[src/rtl/rv_pkg.sv]
// Shared fetch-path types: FSM state encoding, instruction/PC constants and
// the prefetch entry layout used by fetch_unit and its FIFO.
package rv_pkg;

    localparam int INST_W  = 32;
    localparam int PC_STEP = 4;
    localparam int PC_W    = 32;

    typedef enum logic [1:0] {
        ISSUE = 2'd0,
        WAIT  = 2'd1,
        FLUSH = 2'd2
    } fetch_state_e;

    typedef struct packed {
        logic [INST_W-1:0] inst;
        logic [PC_W-1:0]   pc;
        logic [PC_W-1:0]   pc_plus4;
    } fetch_entry_t;

endpackage

[src/rtl/fetch_unit_if.sv]
// Bundle of the fetch unit's memory, redirect and decode-side channels.
// master = fetch unit side, slave = memory/branch/decode side.
interface fetch_unit_if #(
    parameter int XLEN       = 32,
    parameter int FIFO_DEPTH = 4
);
    import rv_pkg::*;

    localparam int CNT_W = $clog2(FIFO_DEPTH) + 1;

    logic              imem_req_valid;
    logic [XLEN-1:0]   imem_req_addr;
    logic              imem_req_ready;
    logic              imem_rsp_valid;
    logic [INST_W-1:0] imem_rsp_data;
    logic              redirect_valid;
    logic [XLEN-1:0]   redirect_pc;
    logic              inst_valid;
    logic              inst_ready;
    logic [INST_W-1:0] inst_data;
    logic [XLEN-1:0]   inst_pc;
    logic [XLEN-1:0]   inst_pc_plus4;
    logic [CNT_W-1:0]  fifo_count;

    modport master (
        output imem_req_valid, imem_req_addr,
        input  imem_req_ready, imem_rsp_valid, imem_rsp_data,
        input  redirect_valid, redirect_pc,
        output inst_valid, inst_data, inst_pc, inst_pc_plus4, fifo_count,
        input  inst_ready
    );

    modport slave (
        input  imem_req_valid, imem_req_addr,
        output imem_req_ready, imem_rsp_valid, imem_rsp_data,
        output redirect_valid, redirect_pc,
        input  inst_valid, inst_data, inst_pc, inst_pc_plus4, fifo_count,
        output inst_ready
    );

endinterface

[src/rtl/fetch_fifo.sv]
// Circular prefetch buffer with zero-latency head output and a synchronous
// flush that empties it in the cycle it is asserted.
module fetch_fifo #(
    parameter int DEPTH = 4,
    parameter int WIDTH = 32
) (
    input  logic                   clk,
    input  logic                   rst_n,
    input  logic                   flush_i,
    input  logic                   push_i,
    input  logic [WIDTH-1:0]       push_data_i,
    input  logic                   pop_i,
    output logic                   valid_o,
    output logic [WIDTH-1:0]       head_o,
    output logic [$clog2(DEPTH):0] count_o
);
    localparam int PTR_W = $clog2(DEPTH);
    localparam int CNT_W = PTR_W + 1;

    logic [WIDTH-1:0] mem_q [DEPTH];
    logic [PTR_W-1:0] wr_ptr_q, wr_ptr_d;
    logic [PTR_W-1:0] rd_ptr_q, rd_ptr_d;
    logic [CNT_W-1:0] count_q, count_d;
    logic             do_push, do_pop;

    assign do_push = push_i && (count_q != CNT_W'(DEPTH));
    assign do_pop  = pop_i && (count_q != '0);

    always_comb begin
        wr_ptr_d = wr_ptr_q;
        rd_ptr_d = rd_ptr_q;
        count_d  = count_q;
        if (flush_i) begin
            wr_ptr_d = '0;
            rd_ptr_d = '0;
            count_d  = '0;
        end else begin
            if (do_push) wr_ptr_d = wr_ptr_q + 1'b1;
            if (do_pop)  rd_ptr_d = rd_ptr_q + 1'b1;
            case ({do_push, do_pop})
                2'b10:   count_d = count_q + 1'b1;
                2'b01:   count_d = count_q - 1'b1;
                default: count_d = count_q;
            endcase
        end
    end

    always_ff @(posedge clk or negedge rst_n) begin
        if (!rst_n) begin
            wr_ptr_q <= '0;
            rd_ptr_q <= '0;
            count_q  <= '0;
        end else begin
            wr_ptr_q <= wr_ptr_d;
            rd_ptr_q <= rd_ptr_d;
            count_q  <= count_d;
        end
    end

    // Storage carries no reset; the head is masked while the buffer is empty.
    always_ff @(posedge clk) begin
        if (do_push && !flush_i) mem_q[wr_ptr_q] <= push_data_i;
    end

    assign valid_o = (count_q != '0);
    assign head_o  = valid_o ? mem_q[rd_ptr_q] : '0;
    assign count_o = count_q;

endmodule

[src/rtl/fetch_unit.sv]
// Instruction-fetch front end: owns the fetch PC, issues one request at a time
// to a variable-latency memory, and buffers tagged instructions for decode.
module fetch_unit
    import rv_pkg::*;
#(
    parameter int              XLEN       = 32,
    parameter int              FIFO_DEPTH = 4,
    parameter logic [XLEN-1:0] RESET_PC   = '0
) (
    input  logic clk,
    input  logic reset,
    fetch_unit_if.master bus
);
    localparam int CNT_W   = $clog2(FIFO_DEPTH) + 1;
    localparam int ENTRY_W = $bits(fetch_entry_t);

    fetch_state_e    state_q, state_d;
    logic [XLEN-1:0] fetch_pc_q, fetch_pc_d;
    logic [XLEN-1:0] req_pc_q, req_pc_d;
    logic            started_q;

    logic             req_valid, req_fire, push;
    logic [CNT_W-1:0] fifo_count;
    logic [CNT_W:0]   in_flight;
    logic             credit_ok;
    fetch_entry_t     push_entry, head_entry;
    logic [ENTRY_W-1:0] head_bits;
    logic             head_valid;

    // A request still in WAIT already owns a FIFO slot.
    assign in_flight = {1'b0, fifo_count} + {{CNT_W{1'b0}}, (state_q == WAIT)};
    assign credit_ok = in_flight < (CNT_W + 1)'(FIFO_DEPTH);
    assign req_fire  = req_valid && bus.imem_req_ready;

    always_comb begin
        state_d    = state_q;
        fetch_pc_d = fetch_pc_q;
        req_pc_d   = req_pc_q;
        req_valid  = 1'b0;
        push       = 1'b0;

        unique case (state_q)
            ISSUE: req_valid = started_q && credit_ok;
            WAIT:  req_valid = bus.imem_rsp_valid && credit_ok;
            default: req_valid = 1'b0;
        endcase

        unique case (state_q)
            ISSUE: begin
                if (req_fire) begin
                    req_pc_d   = fetch_pc_q;
                    fetch_pc_d = fetch_pc_q + XLEN'(PC_STEP);
                    state_d    = WAIT;
                end
            end
            WAIT: begin
                if (bus.imem_rsp_valid) begin
                    push = 1'b1;
                    if (req_fire) begin
                        req_pc_d   = fetch_pc_q;
                        fetch_pc_d = fetch_pc_q + XLEN'(PC_STEP);
                    end else begin
                        state_d = ISSUE;
                    end
                end
            end
            FLUSH: begin
                if (bus.imem_rsp_valid) state_d = ISSUE;
            end
            default: state_d = ISSUE;
        endcase

        // Redirect wins: anything accepted this cycle becomes a debt to FLUSH.
        if (bus.redirect_valid) begin
            push       = 1'b0;
            fetch_pc_d = {bus.redirect_pc[XLEN-1:2], 2'b00};
            unique case (state_q)
                ISSUE:   state_d = req_fire ? FLUSH : ISSUE;
                WAIT:    state_d = (bus.imem_rsp_valid && !req_fire) ? ISSUE : FLUSH;
                // The owed word arriving now settles the debt; otherwise keep waiting.
                FLUSH:   state_d = bus.imem_rsp_valid ? ISSUE : FLUSH;
                default: state_d = ISSUE;
            endcase
        end
    end

    always_ff @(posedge clk or negedge reset) begin
        if (!reset) begin
            state_q    <= ISSUE;
            fetch_pc_q <= RESET_PC;
            req_pc_q   <= '0;
            started_q  <= 1'b0;
        end else begin
            state_q    <= state_d;
            fetch_pc_q <= fetch_pc_d;
            req_pc_q   <= req_pc_d;
            started_q  <= 1'b1;
        end
    end

    assign push_entry = '{inst:     bus.imem_rsp_data,
                          pc:       req_pc_q,
                          pc_plus4: req_pc_q + XLEN'(PC_STEP)};

    fetch_fifo #(
        .DEPTH (FIFO_DEPTH),
        .WIDTH (ENTRY_W)
    ) u_fifo (
        .clk         (clk),
        .rst_n       (reset),
        .flush_i     (bus.redirect_valid),
        .push_i      (push),
        .push_data_i (push_entry),
        .pop_i       (bus.inst_ready),
        .valid_o     (head_valid),
        .head_o      (head_bits),
        .count_o     (fifo_count)
    );

    assign head_entry = fetch_entry_t'(head_bits);

    assign bus.imem_req_valid = req_valid;
    assign bus.imem_req_addr  = fetch_pc_q;
    assign bus.inst_valid     = head_valid;
    assign bus.inst_data      = head_entry.inst;
    assign bus.inst_pc        = head_entry.pc;
    assign bus.inst_pc_plus4  = head_entry.pc_plus4;
    assign bus.fifo_count     = fifo_count;

endmodule

[src/flat_wrapper.sv]
// flat-port wrapper written by rule: the top's interface ports become plain ports
module fetch_unit_flat import rv_pkg::*;
#(
    parameter int              XLEN       = 32,
    parameter int              FIFO_DEPTH = 4,
    parameter logic [XLEN-1:0] RESET_PC   = '0
)
  (clk, reset, bus_imem_req_valid, bus_imem_req_addr, bus_imem_req_ready, bus_imem_rsp_valid, bus_imem_rsp_data, bus_redirect_valid, bus_redirect_pc, bus_inst_valid, bus_inst_data, bus_inst_pc, bus_inst_pc_plus4, bus_fifo_count, bus_inst_ready);
  fetch_unit_if #(.XLEN(XLEN), .FIFO_DEPTH(FIFO_DEPTH)) bus_i ();
  input  logic clk;
  input  logic reset;
  output wire logic [$bits(bus_i.imem_req_valid)-1:0] bus_imem_req_valid;
  output wire logic [$bits(bus_i.imem_req_addr)-1:0] bus_imem_req_addr;
  input wire logic [$bits(bus_i.imem_req_ready)-1:0] bus_imem_req_ready;
  input wire logic [$bits(bus_i.imem_rsp_valid)-1:0] bus_imem_rsp_valid;
  input wire logic [$bits(bus_i.imem_rsp_data)-1:0] bus_imem_rsp_data;
  input wire logic [$bits(bus_i.redirect_valid)-1:0] bus_redirect_valid;
  input wire logic [$bits(bus_i.redirect_pc)-1:0] bus_redirect_pc;
  output wire logic [$bits(bus_i.inst_valid)-1:0] bus_inst_valid;
  output wire logic [$bits(bus_i.inst_data)-1:0] bus_inst_data;
  output wire logic [$bits(bus_i.inst_pc)-1:0] bus_inst_pc;
  output wire logic [$bits(bus_i.inst_pc_plus4)-1:0] bus_inst_pc_plus4;
  output wire logic [$bits(bus_i.fifo_count)-1:0] bus_fifo_count;
  input wire logic [$bits(bus_i.inst_ready)-1:0] bus_inst_ready;
  assign bus_imem_req_valid = bus_i.imem_req_valid;
  assign bus_imem_req_addr = bus_i.imem_req_addr;
  assign bus_i.imem_req_ready = bus_imem_req_ready;
  assign bus_i.imem_rsp_valid = bus_imem_rsp_valid;
  assign bus_i.imem_rsp_data = bus_imem_rsp_data;
  assign bus_i.redirect_valid = bus_redirect_valid;
  assign bus_i.redirect_pc = bus_redirect_pc;
  assign bus_inst_valid = bus_i.inst_valid;
  assign bus_inst_data = bus_i.inst_data;
  assign bus_inst_pc = bus_i.inst_pc;
  assign bus_inst_pc_plus4 = bus_i.inst_pc_plus4;
  assign bus_fifo_count = bus_i.fifo_count;
  assign bus_i.inst_ready = bus_inst_ready;
  fetch_unit #(.XLEN(XLEN), .FIFO_DEPTH(FIFO_DEPTH), .RESET_PC(RESET_PC)) u_core (.clk(clk), .reset(reset), .bus(bus_i));
endmodule
[config.mk]
export PLATFORM = sky130hd
export DESIGN_NAME = fetch_unit_flat
export DESIGN_NICKNAME = d
export VERILOG_FILES = /design/src/rtl/rv_pkg.sv /design/src/rtl/fetch_unit_if.sv /design/src/rtl/fetch_fifo.sv /design/src/rtl/fetch_unit.sv /design/src/flat_wrapper.sv
export SDC_FILE = /design/constraint.sdc
export NUM_CORES = 1
export LEC_CHECK = 0
export BUFFER_PORTS_ARGS = -buffer_cell sky130_fd_sc_hd__buf_2
export CORE_UTILIZATION = 25
export DETAILED_ROUTE_END_ITERATION = 12
export HOLD_SLACK_MARGIN = 0.08
export SLEW_MARGIN = 25
export SYNTH_ARGS = -nofsm -noshare
export SYNTH_HDL_FRONTEND = slang
export SYNTH_SLANG_ARGS = --single-unit
[constraint.sdc]
create_clock -name clk -period 3.5 [get_ports clk]
set_input_delay 0.175 -clock clk [delete_from_list [all_inputs] [get_ports clk]]
set_output_delay 0.175 -clock clk [all_outputs]
set_load 0.01 [all_outputs]
# After elaboration in Yosys (flattened, before gate mapping)
# Memory sizes are Yosys's and may differ from the RTL's.
# Index checks and enable logic that the tools add are counted.
[word_totals] mem_count=1 ramBits=384 regBits=74 output_inout_bits=133
[mem_list] memory="u_core.u_fifo.mem_q" words=4 width=96 rd=1 rd_clocked_by_memory_dff=0 wr=1 line_no="fetch_fifo.sv:20" text="logic [WIDTH-1:0] mem_q [DEPTH];"
[classes] reduce_logical=19 n_lt_le_gt_ge=1 n_addsub=7 eq_ne=10 mux=30
[op_table] cell="$mux W32" n=5
[op_table] cell="$pmux W32 S2" n=2
[op_table] cell="$mux W96" n=1
[op_table] cell="$add A32 B3 Y32 const B" n=2
[op_table] cell="$mux W2" n=12
[op_table] cell="$ne A3 B3 Y1 const B" n=4
[op_table] cell="$pmux W2 S3" n=2
[op_table] cell="$reduce_bool A3 Y1" n=3
[op_table] cell="$logic_and A1 B1 Y1" n=7
[op_table] cell="$pmux W3 S2" n=1
[op_table] cell="$reduce_bool A2 Y1" n=3
[op_table] cell="$mux W1" n=5
[op_table] cell="$add A2 B1 Y2 const B" n=2
[op_table] cell="$add A3 B1 Y4" n=1
[op_table] cell="$eq A2 B1 Y1 const B" n=2
[op_table] cell="$eq A2 B2 Y1 const B" n=2
[op_table] cell="$lt A4 B3 Y1 const B" n=1
[op_table] cell="$reduce_and A2 Y1" n=2
[op_table] cell="$reduce_and A4 Y1" n=1
[op_table] cell="$add A3 B1 Y3 const B" n=1
[op_table] cell="$mux W3" n=1
[op_table] cell="$ne A3 B2 Y1 const B" n=1
[op_table] cell="$sub A3 B1 Y3 const B" n=1
[op_table] cell="$logic_not A1 Y1" n=2
[op_table] cell="3 further kinds" n=3

# Depth between registers and ports, before layout
# Gate-level depths: netlist (run 1).
[depth] ltp_word=11 depth_mapped=8

# Cells and area by module
# From an unflattened synthesis (run 1), not the netlist that was laid out.
[hier_totals] cells_unflattened=1068 area_unflattened_um2=18786.8
[modules_own_cells] mod="fetch_fifo" n_inst=1 seq_area_each_um2=11706.2 cells_each=673 area_each_um2=15020.7
[modules_own_cells] mod="fetch_unit" n_inst=1 seq_area_each_um2=1576.5 cells_each=395 area_each_um2=3766.1

# Worst setup path after synthesis (run 1)
# OpenSTA, ideal clock, no wires.
[synth_timing] kind="flip-flop to flip-flop" startpoint="register u_core.u_fifo.count_q[0] (netlist: u_core.u_fifo.count_o[0])" endpoint="memory u_core.u_fifo.mem_q[0][10] (netlist bit), enable pin" path_stages_with_launch=5 slack_ns=-0.195 setup_time_ns=0.461 arrival_time_ns=3.234 t_required_ns=3.039 cell_sequence="dfrtp_1 or3b_1 and3_1 clkbuf_1 and2_1"
[synth_via] elab_chain_len=5
[synth_rtl] item="start: declaration" line_no="fetch_fifo.sv:23" text="logic [CNT_W-1:0] count_q, count_d;"
[synth_rtl] item="start signal: assignment" line_no="fetch_fifo.sv:56" text="count_q <= count_d;"
[synth_rtl] item="$ne A3 B3 Y1" line_no="fetch_fifo.sv:26" text="assign do_push = push_i && (count_q != CNT_W'(DEPTH));"
[synth_rtl] item="$logic_and A1 B1 Y1" line_no="fetch_fifo.sv:26"
[synth_rtl] item="$logic_and A1 B1 Y1" line_no="fetch_fifo.sv:62" text="if (do_push && !flush_i) mem_q[wr_ptr_q] <= push_data_i;"
[synth_rtl] item="$mux W1" line_no="fetch_fifo.sv:62"
[synth_rtl] item="$mux W1 (not written as such)" line_no="fetch_fifo.sv:62"
[synth_rtl] item="end: declaration" line_no="fetch_fifo.sv:20"
# Every way passes these cells.

# Worst setup path in the final report (run 1)
[layout_timing] startpoint="register u_core.u_fifo.rd_ptr_q[0]" endpoint="output bus_inst_pc[6]"
[layout_via] elab_chain_len=2
[layout_rtl] item="start: declaration" line_no="fetch_fifo.sv:22" text="logic [PTR_W-1:0] rd_ptr_q, rd_ptr_d;"
[layout_rtl] item="start signal: assignment" line_no="fetch_fifo.sv:55" text="rd_ptr_q <= rd_ptr_d;"
[layout_rtl] item="$mem_v2 Z4 W96"
[layout_rtl] item="$mux W96" line_no="fetch_fifo.sv:66" text="assign head_o = valid_o ? mem_q[rd_ptr_q] : '0;"
[layout_rtl] item="end: declaration" line_no="flat_wrapper.sv:21" text="output wire logic [$bits(bus_i.inst_pc)-1:0] bus_inst_pc;"
# Every way passes these cells.

==> results of run 1 <==
==> power by group <==
group / switching (uW) / leakage (uW) / internal [uW] / total, uW
clock: 2090 / 0.000797 / 3090 / 5180
combinational: 1940 / 0.00296 / 1630 / 3570
sequential: 632 / 0.00418 / 6370 / 7000
total: 4660 / 0.00793 / 11100 / 15800
==> area by class of cell <==
| type | count | share of cell area (%) |
|---|---|---|
| sequential | 438 | 56.65 |
| multi-input combinational | 495 | 22.07 |
| timing repair buffer | 285 | 8.527 |
| clock buffer | 64 | 5.943 |
| tap | 950 | 5.256 |
| clock inverter | 28 | 1.328 |
| inverter | 14 | 0.2324 |
==> registers in the layout (all words and copies together), names as in the netlist <==
signal / flops
u_core.u_fifo.mem_q: 368
u_core.bus.imem_req_addr: 30
u_core.req_pc_q: 30
u_core.u_fifo.count_o: 3
u_core.state_q: 2
u_core.u_fifo.rd_ptr_q: 2
u_core.u_fifo.wr_ptr_q: 2
u_core.started_q: 1
==> through the flow <==
stage                     utilization (%)  area, um2
after floorplan                         -      18100
after global placement              28.39      20290
after detailed placement            28.39      20290
after CTS                           31.63      22610
after global routing                31.63      22610
final                               31.63      22610
==> how the worst max path moves through the flow <==
| stage | startpoint | to | slack, ps | cells after the start |
|---|---|---|---|---|
| 2_1_floorplan | u_core.u_fifo.count_o[0] | u_core.u_fifo.mem_q[0][10] | 820 | 4 |
| 3_3_place_gp | u_core.req_pc_q[2] | u_core.u_fifo.mem_q[2][30] | 950 | 6 |
| 3_5_place_dp | u_core.req_pc_q[2] | u_core.u_fifo.mem_q[0][26] | 900 | 6 |
| 4_1_cts | u_core.u_fifo.rd_ptr_q[0] | bus_inst_pc[6] | 540 | 4 |
| 5_1_grt | u_core.u_fifo.rd_ptr_q[0] | bus_inst_pc[6] | 510 | 4 |
| 6_report | u_core.u_fifo.rd_ptr_q[0] | bus_inst_pc[6] | 710 | 4 |
==> per-layer routing <==
layer | vias up | GRT usage, % | part of all wire [%]
met1 | 5039 | 16.55 | 46
met2 | 244 | 19.34 | 47
li1 | 4437 | - | -
met5 | - | 0 | 0
met4 | 0 | 3.167 | 1.7
met3 | 47 | 2.521 | 5.2
==> what timing repair did <==
item	CTS	global route
hold buffers	67	0
setup endpoints to repair	0	0
hold endpoints to repair	236	0
==> critical path, delay by kind of cell, from the launching register on <==
kind	cells	cell delay, ps
buffers and inverters	2	580
and+or+nand+nor	1	170
DFF	1	680
muxes	1	580
==> cell families after synthesis <==
group,Yosys count,synth area share [%]
xor+xnor,61,2.955
buf+inv,68,1.765
simple gates,254,8.873
mux,124,13.44
other cells,2,0.04154
compound gates,42,1.578
flops,438,70.82
fa+ha+maj,7,0.5260
==> cell usage in the layout (no fill, tap or decap), types with 6 or more instances in the layout <==
cell type | synthesis | layout
xnor2_1 | 39 | 39
nand3_1 | 24 | 24
nand4_1 | 10 | 10
nor4_4 | 7 | 7
clkbuf_1 | 24 | 10
buf_4 | 8 | 16
xor2_1 | 22 | 22
mux2_2 | 30 | 30
edfxtp_1 | 368 | 368
dfrtp_1 | 70 | 68
o21ai_0 | 17 | 17
inv_1 | 14 | 14
and2_1 | 100 | 96
buf_12 | 0 | 8
ha_1 | 6 | 6
dlygate4sd3_1 | 0 | 67
buf_2 | 15 | 193
clkinv_2 | 0 | 6
clkbuf_16 | 0 | 50
o21ai_1 | 14 | 14
conb_1 | 2 | 7
and4_1 | 8 | 8
nor4_1 | 7 | 7
nand2_1 | 51 | 51
clkinv_1 | 0 | 7
mux4_2 | 92 | 92
nor2_1 | 18 | 18
==> flow_metrics.env, run 1 <==
export IMPL_area_growth_pct=25.09
export IMPL_grt_pass1_wl_mm=66.11
export IMPL_setup_viol=0
export IMPL_drv_slew=0
export IMPL_finalHoldViolCount=0
export IMPL_drive_gt1_share_pct=33.84
export IMPL_yosys_area_top_type_share_pct=61.13
export IMPL_dp_slack_ps=898.6
export IMPL_pin_count=203
export IMPL_dp_cells=2115
export IMPL_drc=0
export IMPL_track_usage_pct=12.08
export IMPL_clk_path_buf_depth=3
export IMPL_cts_sinks=438
export IMPL_post_cts_buffers=0
export IMPL_path_clk_slew_ps=60
export IMPL_regToRegSetupSlack_ps=920
export IMPL_tightest_slew_ps=755.5
export IMPL_vdd_drop_max_uv=297.5
export IMPL_wl_per_cell_um=19.63
export IMPL_dp_hpwl_mm=28.73
export IMPL_synth_most_common_cell="edfxtp_1"
export IMPL_fmax_ghz=0.3584
export IMPL_worstSetupPathType="flip-flop to output port"
export IMPL_synth_seq_area_share_pct=70.82
export IMPL_cts_resized=0
export IMPL_drtAntennaViolNets=0
export IMPL_seqCellArea_um2=12810
export IMPL_ys_ff_latch=438
export IMPL_synth_cell_types=49
export IMPL_nNetsFinal=1361
export IMPL_path_max_fanout=19
export IMPL_die_area_um2=73390
export IMPL_p_leak_uw=0.007935
export IMPL_cts_tree="done"
export IMPL_fin_crit_sh_pct=79.73
export IMPL_timing_rr_start="u_core.req_pc_q[2]"
export IMPL_critPathArrivalTime_ps=2620
export IMPL_start_util_pct=25.29
export IMPL_fin_tns_setup_ps=0
export IMPL_routed_wl_mm=44.65
export IMPL_start_kind="flip-flop"
export IMPL_crit_path_cell_trace="buf_4 -> mux4_2 -> and2_1 -> buf_2"
export IMPL_htreeDepth=2
export IMPL_drt_vias_per_instance=4.295
export IMPL_power_uw=15760
export IMPL_diodes=0
export IMPL_synth_top_area_cell="edfxtp_1"
export IMPL_hp_class="primary input to asynchronous set/reset pin"
export IMPL_fin_crit_ps=2790
export IMPL_cts_root_buf="clkbuf_16"
export IMPL_synth_area_per_cell_um2=18.15
export IMPL_worstPathRequired_ps=3320
export IMPL_die_h_um=270.9
export IMPL_numCtsBuffers=50
export IMPL_drtIter0Drc=456
export IMPL_reg2reg_to="u_core.u_fifo.mem_q[0][26]"
export IMPL_crit_path_end_kind="output port"
export IMPL_grt_max_degree=71
export IMPL_cp_slowest_stage_delay_ps=680
export IMPL_slew_headroom_pct=49.39
export IMPL_grt_ovfl_total=0
export IMPL_synthTopCellsByCount="edfxtp_1 (368), and2_1 (100), mux4_2 (92), dfrtp_1 (70), nand2_1 (51)"
export IMPL_whs_ps=165.8
export IMPL_synth_edf_count=368
export IMPL_dr_pass1_iters=4
export IMPL_slowest_stage="dfrtp_4"
export IMPL_grt_pass1_vias=10250
export IMPL_gp_congestion=0.7345
export IMPL_fill_cells=6982
export IMPL_rows=98
export IMPL_rsz0062_at_grt="no"
export IMPL_multi_input_area_um2=4990
export IMPL_status="finished, final reports clean"
export IMPL_layoutNonFillerInstCount=2274
export IMPL_syn_inst=996
export IMPL_powerDensity_nw_per_um2=696.9
export IMPL_fin_skew_ps=20.14
export IMPL_vias=9767
export IMPL_antenna_found_initial=0
export IMPL_synth_area_leaders="edfxtp_1 (61%), mux4_2 (11%), dfrtp_1 (9.7%)"
export IMPL_core_area_um2=71490
export IMPL_ys_async_sr_fraction_pct=15.98
export IMPL_synth_area_um2=18080
export IMPL_portBuffers=194
export IMPL_yosysWarnings=0
export IMPL_reg2regPathDepth=6
export IMPL_ys_flop_type="edfxtp_1"
export IMPL_drv_cap=0
export IMPL_insertion_delay_ps=590
export IMPL_die_width_um=270.9
export IMPL_worst_slack_ps=709.6
No activity file was read; power rests on OpenSTA's default activity.
==> inputs of run 2 (changes only) <==
- clock period: 3.5 -> 2.4 ns (I/O delays scaled with it)
==> run 2 against run 1 <==
  * The run now ends with setup timing left
  * Combinational power increased by 110%
  * Die area unchanged
  * Critical path depth increased by 1
  * Total power increased by 54%
  * Sequential power increased by 42%
  * First-iteration DRC count increased by 42%
  * Via count increased by 3.0%
  * Wire length increased by 10%
  * Register-to-register slack got worse by 760 ps
  * Hold slack got worse by 74 ps
  * Critical path type unchanged
  * Highest routed layer unchanged
==> flow_metrics.env, run 2 (synthesized netlist as in run 1, its figures left out) <==
export IMPL_portBuffers=194
export IMPL_worst_slack_ps=-37.59
export IMPL_reg2regPathDepth=5
export IMPL_track_usage_pct=13.14
export IMPL_core_area_um2=71490
export IMPL_start_kind="flip-flop"
export IMPL_hp_class="primary input to asynchronous set/reset pin"
export IMPL_path_clk_slew_ps=60
export IMPL_drv_slew=0
export IMPL_die_area_um2=73390
export IMPL_fmax_ghz=0.4102
export IMPL_largest_register="u_core.u_fifo.mem_q"
export IMPL_rows=98
export IMPL_grt_max_degree=65
export IMPL_vdd_drop_max_uv=507.0
export IMPL_drtAntennaViolNets=0
export IMPL_final_common_cell="edfxtp_1"
export IMPL_cts_tree="done"
export IMPL_fill_cells=6846
export IMPL_nNetsFinal=1407
export IMPL_cts_root_buf="clkbuf_16"
export IMPL_slew_headroom_pct=56.68
export IMPL_drive_gt1_share_pct=39.01
export IMPL_status="complete, but fails checks"
export IMPL_grt_ovfl_total=0
export IMPL_area_growth_pct=30.29
export IMPL_gp_congestion=0.7502
export IMPL_grt_pass1_vias=10590
export IMPL_fin_crit_sh_pct=101.6
export IMPL_worstPathRequired_ps=2280
export IMPL_dp_slack_ps=133.1
export IMPL_die_h_um=270.9
export IMPL_crit_path_end_kind="output port"
export IMPL_insertion_delay_ps=580
export IMPL_finalHoldViolCount=0
export IMPL_fin_crit_ps=2438
export IMPL_die_width_um=270.9
export IMPL_final_core_util_pct=32.95
export IMPL_wl_per_cell_um=21.17
export IMPL_critPathArrivalTime_ps=2320
export IMPL_powerDensity_nw_per_um2=1033
export IMPL_path_max_fanout=8
export IMPL_pin_count=203
export IMPL_htreeDepth=2
export IMPL_most_common_layout_cells="edfxtp_1 (368), buf_2 (157), mux4_2 (92), dlygate4sd3_1 (68), dfrtp_1 (65)"
export IMPL_rsz0062_at_grt="yes"
export IMPL_p_leak_uw=0.008307
export IMPL_drtIter0Drc=647
export IMPL_drv_cap=0
export IMPL_failed_checks="setup timing"
export IMPL_routed_wl_mm=49.12
export IMPL_drc=0
export IMPL_largest_reg_flops=368
export IMPL_vias=10060
export IMPL_drt_vias_per_instance=4.333
export IMPL_fin_skew_ps=17.78
export IMPL_grt_pass1_wl_mm=70.84
export IMPL_setup_viol=20
export IMPL_numCtsBuffers=49
export IMPL_start_util_pct=25.29
export IMPL_worstSetupPathType="flip-flop to output port"
export IMPL_antenna_found_initial=1
export IMPL_dr_pass1_iters=4
export IMPL_tightest_slew_ps=649.8
export IMPL_clk_path_buf_depth=3
export IMPL_cts_sinks=438
export IMPL_dp_hpwl_mm=29.13
run 2: layout make-up:
cell class / count / area [um2] / area share, %
timing repair buffer: 330 / 2885 / 12.25
inverter: 14 / 52.55 / 0.2231
tap: 950 / 1189 / 5.047
clock buffer: 66 / 1331 / 5.652
sequential: 438 / 12810 / 54.40
antenna: 2 / 5.005 / 0.02125
clock inverter: 24 / 146.4 / 0.6215
multi-input combinational: 497 / 5130 / 21.78
run 2: worst paths after layout:
path | startpoint | end | slack, ps
min in group clk | bus_redirect_pc[13] | u_core.bus.imem_req_addr[13] | 290
worst min-delay path | reset | u_core.bus.imem_req_addr[3] | 90
worst max-delay path | u_core.u_fifo.rd_ptr_q[0] | bus_inst_pc[18] | -40
worst min register to register | u_core.state_q[1] | u_core.state_q[1] | 570
worst max register to register | u_core.req_pc_q[4] | u_core.u_fifo.mem_q[1][22] | 160
max in group asynchronous | reset | u_core.req_pc_q[17] | 1700
run 2: metal layers:
layer,track usage [%],wire [um],up-vias
li1,-,-,4530
met1,17.69,21890,5214
met2,21.34,23660,262
met3,3.195,2747,50
met4,2.884,834,0
met5,0,0,-
run 2: what timing repair did:
action,4_1_cts,5_1_grt
setup buffers,7,5
hold buffers,68,0
endpoints found under the hold margin,233,0
gates cloned,11,2
setup endpoints to repair,93,90
pin swaps,1,2
gates resized for setup,48,62
run 2: stage by stage:
stage	cells	setup TNS [ps]	instance area [um2]	hold WS (ps)	total power [uW]
6_report	2321	-294.5	23550	92.19	24330
5_1_grt	2319	-3872	23550	111.8	25510
4_1_cts	2313	-3830	23260	90.03	24150
3_5_place_dp	2138	0	20570	177.2	15800
3_3_place_gp	2138	0	20570	159.5	15680
2_1_floorplan	1001	-103510	18100	-175.6	13330
run 2: where the power goes:
| group | switching, uW | leakage, uW | internal [uW] |
|---|---|---|---|
| Clock | 2950 | 0.000729 | 3980 |
| Combinational | 3770 | 0.00340 | 3710 |
| Sequential | 627 | 0.00418 | 9290 |
| Total | 7350 | 0.00831 | 17000 |
run 2: worst max-delay path, stage by stage (launching register included):
cell	delay, ps
dfrtp_4	440
buf_12	150
bufbuf_16	280
mux4_2	540
and2_1	180
buf_2	140
==> inputs of run 3 (changes only) <==
- CAP_MARGIN: default -> 10
- HOLD_SLACK_MARGIN: 0.08 -> 0.12
- SYNTH_HIERARCHICAL: default -> 1
==> run 3 against run 2 <==
  * Clock skew rose by 5.1 ps
  * Sequential share of layout area increased by 0.78 points
  * Count of clock-buffer cells in the layout is 8 lower
  * Flip-flop and latch count is 16 higher
  * Via count up 9.6%
  * Synthesized cell count increased by 7.2%
  * Total power is 25% lower
  * Clock power increased by 4.8%
  * The run still ends with setup timing left
  * Sequential power is 4.0% lower
  * Combinational power down 80%
  * Global-route usage fell by 0.72 points
==> flow_metrics.env, run 3 <==
export IMPL_cts_sinks=454
export IMPL_critPathArrivalTime_ps=2310
export IMPL_p_clk_share_pct=39.8
export IMPL_ys_ff_latch=454
export IMPL_p_leak_uw=0.008363
export IMPL_rows=100
export IMPL_start_util_pct=25.24
export IMPL_timing_rr_start="u_core/u_fifo/count_o[2]"
export IMPL_crit_path_cell_trace="buf_12 -> bufbuf_16 -> mux4_2 -> and2_1 -> buf_2"
export IMPL_reg2regPathDepth=7
export IMPL_drc=0
export IMPL_largest_reg_flops=384
export IMPL_htreeDepth=2
export IMPL_ys_flop_type="edfxtp_1"
export IMPL_cp_slowest_stage_delay_ps=520
export IMPL_nNetsFinal=1504
export IMPL_wl_per_cell_um=19.61
export IMPL_synth_most_common_cell="edfxtp_1"
export IMPL_switchingPower_uw=4225
export IMPL_power_switching_share_pct=23.12
export IMPL_core_area_um2=74450
export IMPL_syn_inst=1068
export IMPL_grt_ovfl_total=0
export IMPL_power_frac_seq_pct=52.1
export IMPL_start_kind="flip-flop"
export IMPL_failed_checks="setup timing"
export IMPL_crit_path_end_kind="output port"
export IMPL_antenna_found_initial=1
export IMPL_drive_gt1_share_pct=33.33
export IMPL_gp_congestion=0.7799
export IMPL_routed_wl_mm=47.72
export IMPL_grt_pass1_vias=11450
export IMPL_drv_cap=0
export IMPL_synth_area_leaders="edfxtp_1 (61%), mux4_2 (12%), dfrtp_1 (9.3%)"
export IMPL_fin_skew_ps=22.92
export IMPL_yosys_area_top_type_share_pct=61.38
export IMPL_diodes=0
export IMPL_die_area_um2=76250
export IMPL_die_h_um=276.1
export IMPL_portBuffers=198
export IMPL_finalHoldViolCount=0
export IMPL_setup_viol=6
export IMPL_synth_seq_area_share_pct=70.70
export IMPL_tightest_slew_ps=632.0
export IMPL_fin_crit_ps=2426
export IMPL_final_common_cell="edfxtp_1"
export IMPL_worstSetupStartpoint="u_core/u_fifo/rd_ptr_q[0]"
export IMPL_drt_vias_per_instance=4.529
export IMPL_synthTopCellsByCount="edfxtp_1 (384), and2_1 (105), mux4_2 (96), dfrtp_1 (70), nor2_1 (38)"
export IMPL_slew_headroom_pct=57.61
export IMPL_synth_edf_count=384
export IMPL_cp_endpoint="bus_inst_pc[28]"
export IMPL_vias=11020
export IMPL_clk_path_buf_depth=3
export IMPL_dr_pass1_iters=5
export IMPL_pin_count=203
export IMPL_multi_input_area_um2=5210
export IMPL_cts_root_buf="clkbuf_16"
export IMPL_reg2reg_to="u_core/bus.imem_req_addr[2]"
export IMPL_path_max_fanout=8
export IMPL_drv_slew=0
export IMPL_grt_max_degree=98
export IMPL_hp_class="primary input to flip-flop"
export IMPL_grt_pass1_wl_mm=71.58
export IMPL_dp_hpwl_mm=31.34
export IMPL_status="complete, but fails checks"
export IMPL_internal_power_uw=14050
export IMPL_fin_crit_sh_pct=101.1
export IMPL_cts_tree="done"
export IMPL_powerDensity_nw_per_um2=758.6
export IMPL_worst_slack_ps=-25.83
export IMPL_track_usage_pct=12.42
export IMPL_synth_top_area_cell="edfxtp_1"
export IMPL_area_growth_pct=28.21
export IMPL_rsz0062_at_grt="yes"
export IMPL_yosysWarnings=6
export IMPL_largest_register="u_core/u_fifo/mem_q"
export IMPL_ys_async_sr_fraction_pct=15.42
export IMPL_worstSetupPathType="flip-flop to output port"
export IMPL_synth_cell_types=59
export IMPL_critPathBufInv=3
export IMPL_drtAntennaViolNets=0
export IMPL_slowest_stage="mux4_2"
export IMPL_vdd_drop_max_uv=465.8
export IMPL_die_width_um=276.1
export IMPL_most_common_layout_cells="edfxtp_1 (384), buf_2 (197), and2_1 (101), mux4_2 (96), dlygate4sd3_1 (77)"
export IMPL_insertion_delay_ps=580
export IMPL_whs_ps=289.0
export IMPL_seqCellArea_um2=13290
export IMPL_worstPathRequired_ps=2280
export IMPL_fmax_ghz=0.4122
export IMPL_synth_area_um2=18790
export IMPL_drtIter0Drc=788
export IMPL_power_uw=18270
export IMPL_path_clk_slew_ps=60
export IMPL_synth_area_per_cell_um2=17.59
export IMPL_numCtsBuffers=49
export IMPL_regToRegSetupSlack_ps=140
export IMPL_fill_cells=7177
export IMPL_p_comb_share_pct=8.1
export IMPL_worst_path_stages=5
export IMPL_path_delay_family="buffers and inverters"
-- run 3: cell count changes after synthesis, moves of 11 or more --
cell,delta
a31oi_1,+24
nand2_1,-22
xnor2_1,-14
o21ai_1,-14
nor2_1,+20
or4_1,+22
o31ai_1,+16
xor2_1,-14
nand4_1,+11
edfxtp_1,+16
-- run 3: final cells by class --
cell class                      instances  area share [%]
Sequential cell                       454           55.18
Multi-Input combinational cell        554           21.63
Timing Repair Buffer                  353           11.47
Clock buffer                           58           5.319
Tap cell                              969           5.034
Clock inverter                         30           1.132
Inverter                               15          0.2338
-- run 3: power groups by stage --
stage / Clock [uW] / Sequential, uW / Combinational (uW)
2_1_floorplan: 0 / 9640 / 670
3_3_place_gp: 0 / 9650 / 1310
3_5_place_dp: 0 / 9680 / 1370
4_1_cts: 7470 / 9510 / 1490
5_1_grt: 7750 / 9560 / 1630
6_report: 7270 / 9520 / 1480
-- run 3: cells by family after synthesis --
kind of cell             Yosys count  share of synthesized area (%)
flip-flops                       454                          70.70
AND/OR/NAND/NOR                  283                          8.718
multiplexers                     125                          13.24
AO/OA/AOI/OAI                     87                          3.137
buffers and inverters             77                          2.118
XOR/XNOR                          33                          1.538
adder cells (fa/ha/maj)            7                         0.5062
other                              2                        0.03997
-- run 3: tightest hold or removal path: cells and delay by family --
family                 cells  cell delay [ps]
buffers and inverters      2              610
AOI/OAI and AO/OA          1              110
-- run 3: metal layers --
layer	wire, um	up-vias	global-route usage (%)
met1	20440	5730	15.90
met4	877	0	3.295
met2	23550	270	20.77
li1	-	4956	-
met5	0	-	0
met3	2856	64	3.270
-- run 3: worst min-delay path by stage --
stage                                     from                      endpoint  slack [ps]  cells after the start
after global placement                   reset   u_core/bus.imem_req_addr[4]         110                      1
after global routing      bus_imem_rsp_data[8]    u_core/u_fifo/mem_q[2][72]         290                      2
final                       bus_redirect_pc[4]   u_core/bus.imem_req_addr[4]         290                      3
after CTS                   bus_redirect_pc[4]   u_core/bus.imem_req_addr[4]         250                      3
after detailed placement                 reset   u_core/bus.imem_req_addr[2]         120                      1
after floorplan                          reset  u_core/bus.imem_req_addr[10]        -180                      0
-- run 3: per-stage QoR --
stage	TNS [ps]	std cells	util (%)	area, um2	setup slack [ps]
after detailed placement	0	2254	28.81	21450	170.6
after global placement	0	2254	28.81	21450	198.5
final	-104.6	2433	32.35	24090	-25.83
after global routing	-2696	2433	32.35	24090	-110.7
after floorplan	0	1085	-	18870	10.28
after CTS	-1458	2429	32.25	24010	-91.48
-- run 3: repair_timing --
action | in CTS | in global routing
buffers inserted | 6 | 2
hold endpoints to repair | 237 | 0
hold buffers | 78 | 0
endpoints found under the setup margin | 97 | 183
gates cloned | 4 | 2
gates resized for setup | 9 | 3
